**src/rtl/dma_channel_reg_file.sv**
```systemverilog
// rtl/dma_channel_reg_file.sv - per-channel DMA address/count/mode registers
// Processor access by {channel, field}; sequencer advances ch_select one word per xfer_step.
module dma_channel_reg_file #(
  parameter int NCH = 4,
  parameter int AW  = 16,
  parameter int CW  = 16,
  parameter int DW  = 16
) (
  input  logic                     clk,
  input  logic                     reset,
  input  logic                     cs,
  input  logic                     IOR,
  input  logic                     IOW,
  input  logic [$clog2(NCH)+1:0]   reg_addr,
  input  logic [DW-1:0]            data_in,
  output logic [DW-1:0]            data_out,
  input  logic [$clog2(NCH)-1:0]   ch_select,
  input  logic                     xfer_step,
  output logic [AW-1:0]            cur_address_out,
  output logic [CW-1:0]            cur_word_out,
  output logic [NCH-1:0]           ch_active,
  output logic                     tc_pulse,
  output logic [NCH-1:0]           tc_flag,
  output logic                     processor_write_done
);

  localparam int CHW = $clog2(NCH);

  logic [AW-1:0] base_addr [NCH];
  logic [AW-1:0] cur_addr  [NCH];
  logic [CW-1:0] base_cnt  [NCH];
  logic [CW-1:0] cur_cnt   [NCH];
  logic [2:0]    mode      [NCH];

  logic [CHW-1:0] acc_ch;
  logic [1:0]     field;
  logic           acc_ok, sel_ok;
  logic [CHW-1:0] sel_idx;
  logic           wr_en, rd_en;
  logic [NCH-1:0] wr_hit;
  logic           step_ok, step_last;
  logic [NCH-1:0] tc_next;
  logic           unused_data;

  assign acc_ch  = reg_addr[CHW+1:2];
  assign field   = reg_addr[1:0];
  assign acc_ok  = {1'b0, acc_ch} < (CHW+1)'(NCH);
  assign sel_ok  = {1'b0, ch_select} < (CHW+1)'(NCH);
  assign sel_idx = sel_ok ? ch_select : '0;
  assign wr_en   = cs && IOW && !IOR;
  assign rd_en   = cs && IOR && !IOW;
  assign unused_data = ^data_in;

  always_comb begin
    wr_hit = '0;
    for (int i = 0; i < NCH; i++) begin
      wr_hit[i] = wr_en && acc_ok && (acc_ch == CHW'(i));
    end
  end

  // A processor write to the stepping channel wins; the step is dropped.
  assign step_ok   = sel_ok && xfer_step && !mode[sel_idx][2] &&
                     (cur_cnt[sel_idx] != '0) && !wr_hit[sel_idx];
  assign step_last = step_ok && (cur_cnt[sel_idx] == CW'(1));

  always_comb begin
    tc_next = tc_flag;
    if (rd_en && field == 2'd3) tc_next = '0;
    for (int i = 0; i < NCH; i++) begin
      if (wr_hit[i] && !field[1]) tc_next[i] = 1'b0;
    end
    if (step_last) tc_next[sel_idx] = 1'b1;
  end

  always_comb begin
    data_out = '0;
    if (!reset && rd_en && acc_ok) begin
      case (field)
        2'd0:    data_out = DW'(cur_addr[acc_ch]);
        2'd1:    data_out = DW'(cur_cnt[acc_ch]);
        2'd2:    data_out = DW'(mode[acc_ch]);
        default: data_out = DW'(tc_flag);
      endcase
    end
  end

  always_comb begin
    for (int i = 0; i < NCH; i++) begin
      ch_active[i] = !mode[i][2] && (cur_cnt[i] != '0);
    end
  end

  assign cur_address_out = sel_ok ? cur_addr[sel_idx] : '0;
  assign cur_word_out    = sel_ok ? cur_cnt[sel_idx] : '0;

  always_ff @(posedge clk or posedge reset) begin
    if (reset) begin
      for (int i = 0; i < NCH; i++) begin
        base_addr[i] <= '0;
        cur_addr[i]  <= '0;
        base_cnt[i]  <= '0;
        cur_cnt[i]   <= '0;
        mode[i]      <= 3'b100;
      end
      tc_flag              <= '0;
      tc_pulse             <= 1'b0;
      processor_write_done <= 1'b0;
    end else begin
      processor_write_done <= wr_en;
      tc_pulse             <= step_last;
      tc_flag              <= tc_next;
      for (int i = 0; i < NCH; i++) begin
        if (wr_hit[i]) begin
          case (field)
            2'd0: begin
              base_addr[i] <= data_in[AW-1:0];
              cur_addr[i]  <= data_in[AW-1:0];
            end
            2'd1: begin
              base_cnt[i] <= data_in[CW-1:0];
              cur_cnt[i]  <= data_in[CW-1:0];
            end
            2'd2:    mode[i] <= data_in[2:0];
            default: ;
          endcase
        end else if (step_ok && sel_idx == CHW'(i)) begin
          // Autoinit reloads from base instead of leaving the channel at zero.
          if (step_last && mode[i][0]) begin
            cur_addr[i] <= base_addr[i];
            cur_cnt[i]  <= base_cnt[i];
          end else begin
            cur_addr[i] <= mode[i][1] ? cur_addr[i] - AW'(1) : cur_addr[i] + AW'(1);
            cur_cnt[i]  <= cur_cnt[i] - CW'(1);
          end
        end
      end
    end
  end

endmodule

```
**config.mk**
```make
export PLATFORM = sky130hd
export DESIGN_NAME = dma_channel_reg_file
export DESIGN_NICKNAME = d
export VERILOG_FILES = /design/src/rtl/dma_channel_reg_file.sv
export SDC_FILE = /design/constraint.sdc
export NUM_CORES = 1
export LEC_CHECK = 0
export ABC_AREA = 1
export CAP_MARGIN = 20
export CORE_MARGIN = 5
export CORE_UTILIZATION = 40
export CTS_CLUSTER_SIZE = 12
export DETAILED_ROUTE_END_ITERATION = 10
export PLACE_DENSITY = 0.54
export SYNTH_ARGS = -nofsm -noshare
export SYNTH_HDL_FRONTEND = slang
export SYNTH_SLANG_ARGS = --single-unit
export TNS_END_PERCENT = 1
```
**constraint.sdc**
```tcl
create_clock -name clk -period 22.9 [get_ports clk]
set_input_delay 4.58 -clock clk [delete_from_list [all_inputs] [get_ports clk]]
set_output_delay 4.58 -clock clk [all_outputs]
set_load 0.01 [all_outputs]
```
==> impl_metrics.tcl <==
set metrics [dict create \
    hpwl_mm 65.3 \
    worstSetupStartpointType "input pin" \
    h-tree-depth 2 \
    r2r_cells 15 \
    yosysWarnings 0 \
    path_class "input pin to primary output" \
    drt_pass1_iterations 6 \
    seqPwrFrac_pct 32.7 \
    area_growth_pct 13.1 \
    synth_area_um2 19600 \
    setup_violations 0 \
    max_freq_mhz 79.8 \
    power.density_nw_per_um2 119 \
    period_minus_slack_ns 12.54 \
    viasPerCell 5.84 \
    power.total_mw 2.63 \
    power_frac_clock_pct 22.3 \
    syn-instance-count 2837 \
    ios 86 \
    hold_violations 0 \
    yosysTopAreaCellShare_pct 34.4 \
    regArea_um2 6860 \
    async_reset_ff_share_pct 100 \
    grt_pass1_vias 19644 \
    place_congestion 1.02 \
    crit_fanout 31 \
    ys.flop_type "dfrtp_1" \
    min_path_cells 2 \
    ant_nets 0 \
    min_period_over_period_pct 54.8 \
    die_w_um 231 \
    clock_skew_ns 0.0236 \
    drt_iter0_drc 2139 \
    nets 2943 \
    end_kind "primary output" \
    synth_cell_types 42 \
    drive_above_1_share_pct 4.52 \
    overflow 0 \
    p_int_mw 1.41 \
    ctsRootBufferMaster "clkbuf_16" \
    cts-resized-gates 0 \
    relSlewSlack_pct 23.5 \
    cts_setup_buffers 0 \
    fillers 5152 \
    path_clk_slew_ns 0.06 \
    tightest_slew_ns 1.15 \
    core-area_um2 48700 \
    cts.sinks 274 \
    numPortBuffers 85 \
    min_path_type "register to register" \
    worstPathArrival_ns 7.96 \
    drv_cap 0 \
    swShare_pct 46.5 \
    p_leak_nw 11.1 \
    num_vias 20686 \
    cts.hold.buffers_added 0 \
    grt_max_degree 105 \
    multi_input_comb_area_um2 10400 \
    antenna_found_initial 1 \
    rows 81 \
    ir_worst_vdd_mv 0.0661 \
    critPathRequiredTime_ns 18.32 \
    status "finished clean" \
    synth-edff-count 0 \
    slew_violations 0 \
    die_h_um 231 \
    synth_top_cell_by_area "dfrtp_1" \
    synth-seq-area-share_pct 35.0 \
    syn_area_per_cell_um2 6.92 \
    dieArea_um2 53600 \
    pwr-share-comb_pct 45.0 \
    rsz0062_at_grt "false" \
    drc 0 \
    yosys.cell_count.top_type "nor2_1" \
    grt_pass1_wl_mm 132 \
    cts_buffer_depth 3 \
    fin_util_pct 45.5 \
    cts_buffers 36 \
    setup_tns_ns 0 \
    synth.top_cells.by_area "dfrtp_1 34%, nor2_1 8.5%, inv_1 8.2%" \
    synth-seq-cells 274 \
    wl_per_cell_um 25.3 \
    drt-total-wl_mm 89.5 \
    cts_tree "yes" \
    clock_latency_ns 0.57 \
    synth_common_cells "442 x nor2_1, 428 x inv_1, 418 x nand2_1" \
    switchingPower_mw 1.22 \
    start_util_pct 40.2 \
    syn_nets 2933 \
    track_usage_pct 32.6 \
]
## metal layers
layer | up-vias | track usage [%] | wire, µm
li1 | 9470 | - | -
met1 | 10097 | 43.5 | 36900
met2 | 937 | 51.7 | 40600
met3 | 182 | 6.43 | 7480
met4 | 0 | 13.8 | 4420
met5 | - | 0 | 0
## cell families (layout without fill, tap and decap cells)
logic type | count (synthesis) | after routing | synth area share [%]
flops | 274 | 274 | 35.0
simple gates | 1282 | 1282 | 28.6
buf+inv | 596 | 634 | 11.9
compound gates | 517 | 517 | 15.6
xor+xnor | 100 | 100 | 4.46
other cells | 0 | 3 | 0
fa+ha+maj | 68 | 68 | 4.49
## worst max-delay path, cell delays in order
cell             delay (ns)
clkdlybuf4s50_1        0.79
nand2_1                0.80
o22ai_1                0.50
o21ai_0                0.15
a41oi_1                0.50
clkdlybuf4s50_1        0.64
## worst paths after layout
check,start,end,slack [ns]
max in group asynchronous,reset,cur_addr[31],15.44
worst min register to register,mode[2],mode[2],0.51
worst max register to register,cur_cnt[37],cur_addr[58],18.24
min in group asynchronous,reset,base_addr[38],4.52
worst max-delay path,reg_addr[3],data_out[0],10.36
worst min-delay path,mode[2],mode[2],0.51
## power groups by stage
stage / registers, mW / clock network, mW / logic (mW)
4_1_cts: 0.855 / 0.595 / 1.17
5_1_grt: 0.868 / 0.616 / 1.32
3_3_place_gp: 0.863 / 0 / 1.16
6_report: 0.861 / 0.587 / 1.18
3_5_place_dp: 0.862 / 0 / 1.16
2_1_floorplan: 0.727 / 0 / 0.833
## flip-flops by register name (all words and copies together) (netlist names)
signal,flops
cur_cnt,64
base_cnt,64
base_addr,64
mode,12
tc_pulse,1
processor_write_done,1
cur_addr,64
tc_flag,4
## area by class of cell
| type | instances | area share, % |
|---|---|---|
| Inverter | 444 | 7.56 |
| Timing Repair Buffer | 124 | 5.25 |
| Antenna cell | 3 | 0.0338 |
| Tap cell | 664 | 3.75 |
| Sequential cell | 274 | 30.9 |
| Clock buffer | 57 | 4.92 |
| Multi-Input combinational cell | 1967 | 47.1 |
| Clock inverter | 9 | 0.502 |
## layout by cell type, fill, tap and decap left out, drive strengths merged, types with 19 or more instances in the layout
cell type | netlist | layout
buf | 69 | 39
clkdlybuf4s50 | 0 | 85
nor3 | 19 | 19
o221ai | 27 | 27
clkbuf | 83 | 57
nand3 | 233 | 233
a22oi | 32 | 32
dfrtp | 270 | 270
ha | 64 | 64
a21oi | 193 | 193
nor2 | 447 | 447
inv | 436 | 436
o22ai | 151 | 151
xor2 | 66 | 66
o21ai | 76 | 76
xnor2 | 34 | 34
nand4 | 143 | 143
nand2 | 428 | 428
## per-stage QoR
step | area, µm² | hold WS, ns | worst slack (ns) | cells
4_1_cts | 22100 | 0.511 | 10.52 | 3538
5_1_grt | 22200 | 0.519 | 10.20 | 3539
3_3_place_gp | 20900 | 0.498 | 10.58 | 3472
2_1_floorplan | 19600 | 0.476 | 6.66 | 2837
6_report | 22200 | 0.509 | 10.36 | 3542
3_5_place_dp | 20900 | 0.502 | 10.53 | 3472
(Power assumes the default switching activity.)
